File: config.mk
export PLATFORM = sky130hd
export DESIGN_NAME = sample_scheduler_flat
export DESIGN_NICKNAME = d
export VERILOG_FILES = /design/src/rtl/sample_scheduler_if.sv /design/src/rtl/sample_scheduler.sv /design/src/flat_wrapper.sv
export SDC_FILE = /design/constraint.sdc
export NUM_CORES = 1
export LEC_CHECK = 0
export CAP_MARGIN = 0
export CORE_UTILIZATION = 30
export DETAILED_ROUTE_END_ITERATION = 8
export PLACE_DENSITY = 0.64
export SKIP_CTS_REPAIR_TIMING = 1
export SLEW_MARGIN = 0
export SYNTH_ARGS = -nofsm -noshare
export SYNTH_HDL_FRONTEND = slang
export SYNTH_SLANG_ARGS = --single-unit
File: constraint.sdc
create_clock -name clk -period 1.6 [get_ports clk]
set_input_delay 0.48 -clock clk [delete_from_list [all_inputs] [get_ports clk]]
set_output_delay 0.48 -clock clk [all_outputs]
set_load 0.02 [all_outputs]
File: src/rtl/sample_scheduler_if.sv
// Handshake bundle between the sample scheduler, its audio source, the filter
// and the codec. The scheduler takes the slave view; a driver or bench takes the master view.
interface sample_sched_if #(
  parameter int K = 24
) ();
  logic         bypass;
  logic [K-1:0] audio_in;
  logic [K-1:0] filt_out;
  logic         filt_done;
  logic         codec_ready;
  logic         sample;
  logic [K-1:0] l_bus;
  logic [K-1:0] r_bus;
  logic         busy;
  logic         overrun;
  logic         timeout;

  modport slave (
    input  bypass, audio_in, filt_out, filt_done, codec_ready,
    output sample, l_bus, r_bus, busy, overrun, timeout
  );

  modport master (
    output bypass, audio_in, filt_out, filt_done, codec_ready,
    input  sample, l_bus, r_bus, busy, overrun, timeout
  );
endinterface

File: src/rtl/sample_scheduler.sv
// Periodic sample scheduler: divider tick -> (optional filter pass) -> codec L/R words.
// Optional filter-wait watchdog compiled in with SAMPLE_SCHED_TIMEOUT_EN.
module sample_scheduler #(
  parameter int K   = 24,
  parameter int DIV = 5000,
  parameter int TMO = 4096
) (
  input  logic          clk,
  input  logic          reset,
  sample_sched_if.slave io
);

  localparam int            CW     = (DIV > 0) ? $clog2(DIV + 1) : 1;
  localparam logic [CW-1:0] DIV_TC = CW'(DIV);

  typedef enum logic [1:0] {
    IDLE      = 2'd0,
    WAIT_DONE = 2'd1,
    HOLD      = 2'd2
  } state_t;

  state_t        state, state_nxt;
  logic [CW-1:0] div_cnt;
  logic          tick;
  logic [K-1:0]  in_reg;
  logic [K-1:0]  result;
  logic [K-1:0]  bus_q;
  logic          sample_q;
  logic          overrun_q;
  logic          tmo_hit;
  logic          busy_c;

  // ---------------------------------------------------------------------------
  // Sample-rate divider: period DIV+1, tick on the terminal count
  // ---------------------------------------------------------------------------
  always_ff @(posedge clk) begin
    if (reset)               div_cnt <= '0;
    else if (div_cnt == DIV_TC) div_cnt <= '0;
    else                     div_cnt <= div_cnt + 1'b1;
  end

  assign tick = (div_cnt == DIV_TC);

  // ---------------------------------------------------------------------------
  // Filter-wait watchdog
  // ---------------------------------------------------------------------------
`ifdef SAMPLE_SCHED_TIMEOUT_EN
  localparam int            TW     = (TMO > 0) ? $clog2(TMO + 1) : 1;
  localparam logic [TW-1:0] TMO_TC = TW'(TMO - 1);

  logic [TW-1:0] wait_cnt;
  logic          timeout_q;

  // Held at zero outside WAIT_DONE so every entry starts a fresh count.
  always_ff @(posedge clk) begin
    if (reset)                   wait_cnt <= '0;
    else if (state != WAIT_DONE) wait_cnt <= '0;
    else                         wait_cnt <= wait_cnt + 1'b1;
  end

  // A filter result landing on the expiry cycle takes priority over the watchdog.
  assign tmo_hit = (state == WAIT_DONE) && (wait_cnt == TMO_TC) && !io.filt_done;

  always_ff @(posedge clk) begin
    if (reset)        timeout_q <= 1'b0;
    else if (tmo_hit) timeout_q <= 1'b1;
  end

  assign io.timeout = timeout_q;
`else
  localparam int tmo_unused = TMO;
  logic in_reg_unused;

  // Without the watchdog the captured raw sample is never read back.
  assign in_reg_unused = ^in_reg;
  assign tmo_hit       = 1'b0;
  assign io.timeout    = 1'b0;
`endif

  // ---------------------------------------------------------------------------
  // FSM: state register
  // ---------------------------------------------------------------------------
  always_ff @(posedge clk) begin
    if (reset) state <= IDLE;
    else       state <= state_nxt;
  end

  // ---------------------------------------------------------------------------
  // FSM: next state
  // ---------------------------------------------------------------------------
  always_comb begin
    state_nxt = state;
    unique case (state)
      IDLE: begin
        if (tick) state_nxt = io.bypass ? HOLD : WAIT_DONE;
      end
      WAIT_DONE: begin
        if (io.filt_done || tmo_hit) state_nxt = HOLD;
      end
      HOLD: begin
        if (io.codec_ready) state_nxt = IDLE;
      end
      default: state_nxt = IDLE;
    endcase
  end

  // ---------------------------------------------------------------------------
  // FSM: outputs
  // ---------------------------------------------------------------------------
  always_comb begin
    busy_c = 1'b1;
    if (state == IDLE) busy_c = 1'b0;
  end

  // ---------------------------------------------------------------------------
  // Datapath registers
  // ---------------------------------------------------------------------------
  always_ff @(posedge clk) begin
    if (reset) begin
      in_reg    <= '0;
      result    <= '0;
      bus_q     <= '0;
      sample_q  <= 1'b0;
      overrun_q <= 1'b0;
    end else begin
      sample_q <= (state == IDLE) && tick && !io.bypass;

      if ((state == IDLE) && tick) begin
        in_reg <= io.audio_in;
        if (io.bypass) result <= io.audio_in;
      end

      if (state == WAIT_DONE) begin
        if (io.filt_done)  result <= io.filt_out;
        else if (tmo_hit)  result <= in_reg;
      end

      if ((state == HOLD) && io.codec_ready) bus_q <= result;

      // Ticks outside IDLE are dropped; only the sticky flag records them.
      if (tick && (state != IDLE)) overrun_q <= 1'b1;
    end
  end

  assign io.sample  = sample_q;
  assign io.l_bus   = bus_q;
  assign io.r_bus   = bus_q;
  assign io.busy    = busy_c;
  assign io.overrun = overrun_q;

endmodule

File: src/flat_wrapper.sv
// flat-port wrapper written by rule: the top's interface ports become plain ports
module sample_scheduler_flat 
#(
  parameter int K   = 24,
  parameter int DIV = 5000,
  parameter int TMO = 4096
)
  (clk, reset, io_bypass, io_audio_in, io_filt_out, io_filt_done, io_codec_ready, io_sample, io_l_bus, io_r_bus, io_busy, io_overrun, io_timeout);
  sample_sched_if #(.K(K)) io_i ();
  input  logic clk;
  input  logic reset;
  input wire logic [$bits(io_i.bypass)-1:0] io_bypass;
  input wire logic [$bits(io_i.audio_in)-1:0] io_audio_in;
  input wire logic [$bits(io_i.filt_out)-1:0] io_filt_out;
  input wire logic [$bits(io_i.filt_done)-1:0] io_filt_done;
  input wire logic [$bits(io_i.codec_ready)-1:0] io_codec_ready;
  output wire logic [$bits(io_i.sample)-1:0] io_sample;
  output wire logic [$bits(io_i.l_bus)-1:0] io_l_bus;
  output wire logic [$bits(io_i.r_bus)-1:0] io_r_bus;
  output wire logic [$bits(io_i.busy)-1:0] io_busy;
  output wire logic [$bits(io_i.overrun)-1:0] io_overrun;
  output wire logic [$bits(io_i.timeout)-1:0] io_timeout;
  assign io_i.bypass = io_bypass;
  assign io_i.audio_in = io_audio_in;
  assign io_i.filt_out = io_filt_out;
  assign io_i.filt_done = io_filt_done;
  assign io_i.codec_ready = io_codec_ready;
  assign io_sample = io_i.sample;
  assign io_l_bus = io_i.l_bus;
  assign io_r_bus = io_i.r_bus;
  assign io_busy = io_i.busy;
  assign io_overrun = io_i.overrun;
  assign io_timeout = io_i.timeout;
  sample_scheduler #(.K(K), .DIV(DIV), .TMO(TMO)) u_core (.clk(clk), .reset(reset), .io(io_i));
endmodule
## Word level (Yosys, flattened, before mapping)

Index checks and enable logic that the tools add are counted.

| cells by class | value |
|---|---|
| reductions and logical operators | 9 |
| mux-type cells | 10 |
| add/subtract/negate cells | 1 |
| eq/ne operators | 6 |

Operators with widths:

| cell | number |
|---|---|
| 2-to-1 mux 24 bit | 4 |
| adder 13 x 1 -> 13 bit (second input constant) | 1 |
| equality test 13 bit (second input constant) | 1 |
| 2-to-1 mux 2 bit | 4 |
| one-hot mux 2 bit (3 select lines) | 1 |
| logical AND 1 bit | 4 |
| inequality test 2 bit (second input constant) | 2 |
| AND reduction 3 bit | 1 |
| equality test 2 x 1 -> 1 bit (second input constant) | 1 |
| equality test 2 bit (second input constant) | 1 |
| zero test 2 bit | 1 |
| inequality test 2 x 1 -> 1 bit (second input constant) | 1 |
| nonzero test 2 bit | 1 |
| OR reduction 2 bit | 1 |
| zero test 1 bit | 1 |
| 2-to-1 mux 1 bit | 1 |

| word-level totals | value |
|---|---|
| output and inout port bits | 52 |
| word-level logic and storage cells | 32 |
| register bits | 65 |
| bits of input ports | 53 |

## Depth between registers and ports, before layout

Gate-level depths: netlist of the first run.

| logic depth | value |
|---|---|
| word-level depth | 5 |
| mapped depth | 7 |
| gate-level depth less buffers | 6 |

## Worst setup path after synthesis of the first run

Ideal clock, no wire load.

| path | value |
|---|---|
| path type | reg2reg |
| start point | register u_core.div_cnt[0] |
| end point | register u_core.result[13] |
| buffers on the path | 1 |
| clock period less this slack | 1538 ps |
| slack | 62 ps |
| required time | 1472 ps |
| cell stages (with the launch flop) | 8 |
| library setup time | 128 ps |
| data arrival time | 1411 ps |
| path through | dfxtp_1 -> inv_1 -> ha_1 -> and4b_1 -> nand4_4 -> buf_6 -> mux2i_1 -> o21ai_1 |

| between the ends | value |
|---|---|
| cells in the longest elaborated chain, start to end | 5 |

RTL lines:

| what | RTL line | source |
|---|---|---|
| start: declaration | sample_scheduler.sv:23 | `logic [CW-1:0] div_cnt;` |
| start signal: assignment | sample_scheduler.sv:39 | `else div_cnt <= div_cnt + 1'b1;` |
| equality test 13 bit * | sample_scheduler.sv:42 | `assign tick = (div_cnt == DIV_TC);` |
| logical AND 1 bit * | sample_scheduler.sv:128 | `if ((state == IDLE) && tick) begin` |
| 2-to-1 mux 24 bit * | sample_scheduler.sv:128 |  |
| 2-to-1 mux 24 bit | sample_scheduler.sv:134 | `if (io.filt_done) result <= io.filt_out;` |
| 2-to-1 mux 24 bit * | sample_scheduler.sv:133 | `if (state == WAIT_DONE) begin` |
| end signal: assignment | sample_scheduler.sv:130 | `if (io.bypass) result <= io.audio_in;` |
| end signal: assignment | sample_scheduler.sv:134 |  |
| end signal: assignment | sample_scheduler.sv:135 | `else if (tmo_hit) result <= in_reg;` |
| end: declaration | sample_scheduler.sv:26 | `logic [K-1:0] result;` |

Mark *: on every way between the ends. The rest lies on a longest branch, timed or not.
A chain may end at the register's enable or synchronous reset.

## Final worst setup path of the first run

| path | value |
|---|---|
| start point | register u_core.state[1] |
| end point | output port io_busy |

| between the ends | value |
|---|---|
| cells in the longest elaborated chain, start to end | 2 |

RTL lines:

| what | RTL line | source |
|---|---|---|
| start: declaration | sample_scheduler.sv:22 | `state_t state, state_nxt;` |
| start signal: assignment | sample_scheduler.sv:85 | `else state <= state_nxt;` |
| zero test 2 bit | sample_scheduler.sv:112 | `if (state == IDLE) busy_c = 1'b0;` |
| 2-to-1 mux 1 bit | sample_scheduler.sv:112 |  |
| end: declaration | flat_wrapper.sv:20 | `output wire logic [$bits(io_i.busy)-1:0] io_busy;` |

Every way passes these cells.

==> impl_metrics.tcl, run 1 <==
set metrics [dict create \
    dieArea_um2 9682 \
    status "complete, but fails checks" \
    ys_types 32 \
    clk_pin_slew_ns 0.07 \
    hold_violations 0 \
    portBuffers 103 \
    cpMaxStageDelayCell "dfxtp_1" \
    synth_commonest_cells "nand2_1, dfxtp_1, a21oi_1" \
    grt_pass1_vias 2443 \
    antenna_found_initial 0 \
    drt_iter0_markers 73 \
    fin_nets 472 \
    synth_area_leaders "dfxtp_1, nand2_1, mux2i_1, buf_4, a21oi_1" \
    ys.flop_type "dfxtp_1" \
    root_buffer "clkbuf_8" \
    criticalPathCategory "reg -> out" \
    cts_buffers 9 \
    synth_edf_count 0 \
    period_share 0.9985 \
    drt_wl_total_mm 7.416 \
    postSynthCellCount 323 \
    violations "DRC" \
    cp_top_family "flip-flops" \
    initial_utilization 0.3150 \
    drc 7 \
    area_growth_pct 55.88 \
    drv_cap 0 \
    io_pins 105 \
    worstHoldPathType "in -> reg" \
    p_leak_nw 2.566 \
    die_h_um 98.40 \
    worst-path-max-fanout 2 \
    final-max-slew-violation-count 0 \
    path_buf_inv 1 \
    fp.coreArea_um2 8848 \
    vias 2458 \
    grt_overflow 0 \
    place_congestion 0.7811 \
    clockBufferDepth 2 \
    arrival_ns 1.12 \
    hpwlAfterDp_mm 4.937 \
    utilization 0.4911 \
    period_needed_ns 1.598 \
    cp_slowest_stage_delay_ns 0.32 \
    ir_worst_vdd_mv 0.4616 \
    synthArstFlopShare 0 \
    cts_max_level 3 \
    grt_pass1_wl_mm 11.29 \
    placed_cells 511 \
    drt-pass1-iter-count 6 \
    cellPowerDensity_nw_per_um2 815.3 \
    synth_top_cell_by_area "dfxtp_1" \
    groute.layer.met3.usage 0.02362 \
    clock.fmax_mhz 625.9 \
    viasPerCell 4.638 \
    synth_seq_area_share 0.4668 \
    ant_nets 0 \
    skew_ns 0.007297 \
    fin_cells 530 \
    yosysTopAreaCellShare 0.4668 \
    rsz0062_at_grt "yes" \
    grt_max_degree 26 \
    num_rows 34 \
    layout-drive-gt1-share 0.1256 \
    ys_ff_latch 65 \
    synth_nets 378 \
    critical_path.cell_chain "or2_2 -> clkbuf_2" \
    synth_most_common_cell "nand2_1" \
    syn_area_um2 2788 \
    diodes 0 \
    clock-sinks 65 \
    use_met1 0.1750 \
    avgSynthCellArea_um2 8.631 \
    critPathLaunchType "flop" \
    ys.warnings.count 0 \
    die_x_um 98.40 \
    met2_usage 0.2622 \
    finalSetupViolCount 0 \
    cts_tree "yes" \
    cp-end-kind "primary output" \
    cp_data_required_time_ns 1.12 \
    wl_per_cell_um 13.99 \
    clk_latency_ns 0.33 \
    grt_busiest_layer "met2" \
    track_usage 0.1479 \
]
==> final timing paths <==
check | endpoint | slack, ns | cells past startpoint | startpoint
worst max-delay path | io_busy | 0.002 | 2 | u_core.state[1]
worst min-delay path | u_core.io.sample | 0.39 | 2 | io_bypass
worst max register to register | u_core.result[15] | 0.06 | 5 | u_core.div_cnt[4]
worst min register to register | u_core.io.l_bus[23] | 0.45 | 2 | u_core.result[23]
==> power by group <==
group | switching, W | internal, W | total (W)
combinational | 0.0000716 | 0.000144 | 0.000216
sequential | 0.00000399 | 0.00162 | 0.00163
clock | 0.000655 | 0.00104 | 0.00170
total | 0.000731 | 0.00281 | 0.00354
==> placed cells by master, fill, tap and decap left out, types with 5 or more instances in the layout <==
cell type	instances
o21ai_1	24
mux2i_1	22
buf_4	13
nor2_1	19
xnor2_1	9
clkdlybuf4s50_1	51
buf_12	5
dlymetal6s2s_1	51
nand3_1	7
nand2_1	76
clkbuf_8	9
dfxtp_1	63
a21oi_1	26
==> logic make-up after synthesis <==
kind of cell    after synthesis  synth area share
fa+ha+maj                     2          0.008975
flops                        65            0.4668
compound gates               52           0.09605
xor+xnor                     11           0.03456
other cells                   1          0.001345
simple gates                121            0.2020
mux                          24           0.08618
buf+inv                      47            0.1041
==> through the flow <==
stage                     TNS, ns  instance area (µm²)  hold slack [ns]  setup slack (ns)  power [W]
after floorplan                 0                 2788           0.4316           0.06162   0.001710
after global placement     -10.88                 3889           0.4367           -0.3232   0.001875
after detailed placement   -11.89                 3889           0.4417           -0.3520   0.001874
after CTS                  -10.67                 4131           0.4437           -0.3961   0.003566
after global routing      -0.1368                 4345           0.3845          -0.03076   0.003667
final                           0                 4345           0.3917          0.002337   0.003543
==> cell type report <==
cell class / instances / area [µm²]
Fill cell: 844 / 4503
Timing Repair Buffer: 124 / 1413
Sequential cell: 65 / 1304
Multi-Input combinational cell: 211 / 1229
Tap cell: 108 / 135.1
Clock buffer: 10 / 127.6
Clock inverter: 6 / 115.1
Inverter: 6 / 22.52
==> flip-flops by register name, summed over array words and instances, names as in the netlist <==
register	flops
u_core.io.sample	1
u_core.io.overrun	1
u_core.div_cnt	13
u_core.result	24
u_core.state	2
u_core.io.l_bus	24
==> layer usage <==
metal	wire length [µm]	vias to the layer above
met5	0	-
met4	145	0
met3	372	13
met2	3663	71
met1	3235	1139
li1	-	1235
==> worst register-to-register path, cell delays in order (launching register included) <==
cell and delay [ns]:
dfxtp_1 0.37, nor4b_4 0.38, nand4_4 0.22, buf_12 0.22
mux2i_2 0.17, o21ai_1 0.07
(Power assumes the default switching activity.)
==> run 2, diff against run 1 <==
--- a/config.mk
+++ b/config.mk
@@ -5,10 +5,12 @@
 export SDC_FILE = /design/constraint.sdc
 export NUM_CORES = 1
 export LEC_CHECK = 0
+export ABC_AREA = 1
 export CAP_MARGIN = 0
 export CORE_UTILIZATION = 30
 export DETAILED_ROUTE_END_ITERATION = 8
-export PLACE_DENSITY = 0.64
+export HOLD_SLACK_MARGIN = 0.03
+export PLACE_DENSITY = 0.62
 export SKIP_CTS_REPAIR_TIMING = 1
 export SLEW_MARGIN = 0
 export SYNTH_ARGS = -nofsm -noshare
==> constraint.sdc (replaced) <==
create_clock -name clk -period 1.6 [get_ports clk]
set_input_delay 0.16 -clock clk [delete_from_list [all_inputs] [get_ports clk]]
set_output_delay 0.16 -clock clk [all_outputs]
set_load 0.02 [all_outputs]
==> impl_metrics.tcl, run 2 <==
set metrics [dict create \
    cts_buffers 9 \
    cts_max_level 3 \
    initial_utilization 0.3083 \
    use_met1 0.1989 \
    grt_busiest_layer "met2" \
    diodes 0 \
    setup_tns_ns 0 \
    stdcell_area_um2 4451 \
    period_share 0.9506 \
    syn_area_um2 3183 \
    clock-sinks 65 \
    place_area_um2 4180 \
    ys.flop_type "dfxtp_1" \
    avgSynthCellArea_um2 7.042 \
    clock.fmax_mhz 657.5 \
    worst-path-max-fanout 12 \
    viasPerCell 4.539 \
    ys_ff_latch 65 \
    worstHoldPathType "reg -> reg" \
    fp.coreArea_um2 10320 \
    ys_types 32 \
    drt_iter0_markers 138 \
    p_leak_nw 1.886 \
    drc 0 \
    cp_num_cells 10 \
    clockBufferDepth 2 \
    grt_max_degree 49 \
    io_pins 105 \
    hold_violations 0 \
    critical_path.cell_chain "inv_1 -> ha_1 -> nand2_1 -> nor2_4 -> buf_12 -> nand3_4 -> nand2_1 -> nand3_1 -> nand2_1 -> inv_1" \
    fin_ws_ns 0.07899 \
    synth_edf_count 0 \
    rsz0062_at_grt "yes" \
    drt-pass1-iter-count 5 \
    skew_ns 0.01081 \
    clk_latency_ns 0.34 \
    cp-end-kind "flop" \
    r2r.worst_path.cells 10 \
    synth_most_common_cell "nand2_1" \
    cpMaxStageDelayCell "dfxtp_2" \
    cp_common_cell "nand2_1" \
    synthArstFlopShare 0 \
    antenna_found_initial 0 \
    r2r_setup_slack_ns 0.08 \
    rr_startpoint "u_core.div_cnt[0]" \
    wl_per_cell_um 12.28 \
    r2r-end "u_core.result[0]" \
    arrival_ns 1.75 \
    cp_top_family "simple AND/OR/NAND/NOR gates" \
    synth_seq_area_share 0.4088 \
    crit_start "u_core.div_cnt[0]" \
    preCtsSetupSlack_ns -0.04936 \
    die_x_um 105.0 \
    area_growth_pct 39.82 \
    drv_cap 0 \
    period_needed_ns 1.521 \
    ant_nets 0 \
    synth_nets 507 \
    yosysTopAreaCellShare 0.4088 \
    portBuffers 103 \
    worstSetupEndpoint "u_core.result[0]" \
    cellPowerDensity_nw_per_um2 741.7 \
    met2_usage 0.2460 \
    postSynthCellCount 452 \
    cp_slowest_stage_delay_ns 0.33 \
    place_congestion 0.8224 \
    finalSetupViolCount 0 \
    groute.layer.met3.usage 0.03993 \
    path_buf_inv 3 \
    status "complete, no violations" \
    critPathLaunchType "flop" \
    synth_commonest_cells "nand2_1, dfxtp_1, nor2_1" \
    cp_data_required_time_ns 1.83 \
    ir_worst_vdd_mv 0.4448 \
    hpwlAfterDp_mm 5.947 \
    track_usage 0.1551 \
    grt_overflow 0 \
    dieArea_um2 11030 \
    criticalPathCategory "reg -> reg" \
    most-common-layout-cells "clkdlybuf4s50_1, nand2_1, nor2_1, dfxtp_1, inv_1" \
    die_h_um 105.0 \
    root_buffer "clkbuf_8" \
    synth_top_cell_by_area "dfxtp_1" \
    fin_nets 586 \
    synth_area_leaders "dfxtp_1, nand2_1, nor2_1, inv_1, buf_4" \
    final_common_cell "clkdlybuf4s50_1" \
    final-max-slew-violation-count 0 \
    clk_pin_slew_ns 0.07 \
    drt_wl_total_mm 8.254 \
    ys.warnings.count 0 \
    num_rows 37 \
    vias 3050 \
    cts_tree "yes" \
    layout-drive-gt1-share 0.08769 \
    grt_pass1_vias 2878 \
    grt_pass1_wl_mm 13.47 \
]
==> run 2: cell count changes in the layout (fill, tap and decap cells not counted), moves of 8 or more <==
cell | before | now
mux2i_1 | 22 | 0
nor2_1 | 19 | 63
inv_1 | 4 | 61
nand4_1 | 1 | 25
o21ai_1 | 24 | 0
xnor2_1 | 9 | 1
o21ai_0 | 0 | 27
nand3_1 | 7 | 28
clkdlybuf4s50_1 | 51 | 102
dlymetal6s2s_1 | 51 | 1
==> run 2: logic make-up after synthesis <==
logic type               Yosys count  synth area share
AND/OR/NAND/NOR                  203            0.2952
buffers and inverters            115            0.1773
flip-flops                        65            0.4088
AO/OA/AOI/OAI                     63            0.1014
XOR/XNOR                           3          0.008256
adder cells (fa/ha/maj)            2          0.007860
other                              1          0.001178
==> run 2: worst min-delay path by stage <==
stage | startpoint | end | slack (ns) | cells past startpoint
final | u_core.div_cnt[0] | u_core.div_cnt[0] | 0.43 | 1
after global routing | u_core.div_cnt[0] | u_core.div_cnt[0] | 0.46 | 1
after CTS | u_core.io.l_bus[11] | u_core.io.l_bus[11] | 0.47 | 2
after detailed placement | u_core.div_cnt[0] | u_core.div_cnt[0] | 0.45 | 1
after global placement | u_core.div_cnt[0] | u_core.div_cnt[0] | 0.45 | 1
after floorplan | io_bypass | u_core.io.sample | 0.24 | 1
==> run 2: metrics by stage <==
stage	utilization	total power [W]	instances	hold WS (ns)
detailed placement	0.4049	0.001910	653	0.4540
global placement	0.4049	0.001909	653	0.4456
CTS	0.4247	0.003338	669	0.4686
floorplan	-	0.001745	452	0.2385
global route	0.4311	0.003451	672	0.4572
finish	0.4311	0.003301	672	0.4299
==> run 2: layout make-up <==
type	instances	area [µm²]
Tap cell	136	170.2
Timing Repair Buffer	116	1176
Inverter	66	247.7
Clock inverter	6	66.31
Sequential cell	65	1304
Multi-Input combinational cell	273	1349
Clock buffer	10	137.6
Fill cell	1036	5873
==> run 2: power breakdown <==
| group | internal, W | total (W) | switching [W] | leakage [nW] |
|---|---|---|---|---|
| registers | 0.00162 | 0.00163 | 0.00000528 | 0.525 |
| clock network | 0.000767 | 0.00143 | 0.000659 | 0.107 |
| logic | 0.000145 | 0.000247 | 0.000102 | 1.26 |
| total | 0.00253 | 0.00330 | 0.000766 | 1.89 |
==> run 2: layer usage <==
layer	vias up	wire [µm]
li1	1567	-
met1	1390	3858
met2	83	3932
met3	10	338
met4	0	125
met5	-	0
==> run 3, diff against run 2 <==
--- a/config.mk
+++ b/config.mk
@@ -9,7 +9,7 @@
 export CAP_MARGIN = 0
 export CORE_UTILIZATION = 30
 export DETAILED_ROUTE_END_ITERATION = 8
-export HOLD_SLACK_MARGIN = 0.03
+export HOLD_SLACK_MARGIN = 0.05
 export PLACE_DENSITY = 0.62
 export SKIP_CTS_REPAIR_TIMING = 1
 export SLEW_MARGIN = 0
==> results of run 3 <==
Final layout, timing and power as in run 2 (identical DEF).
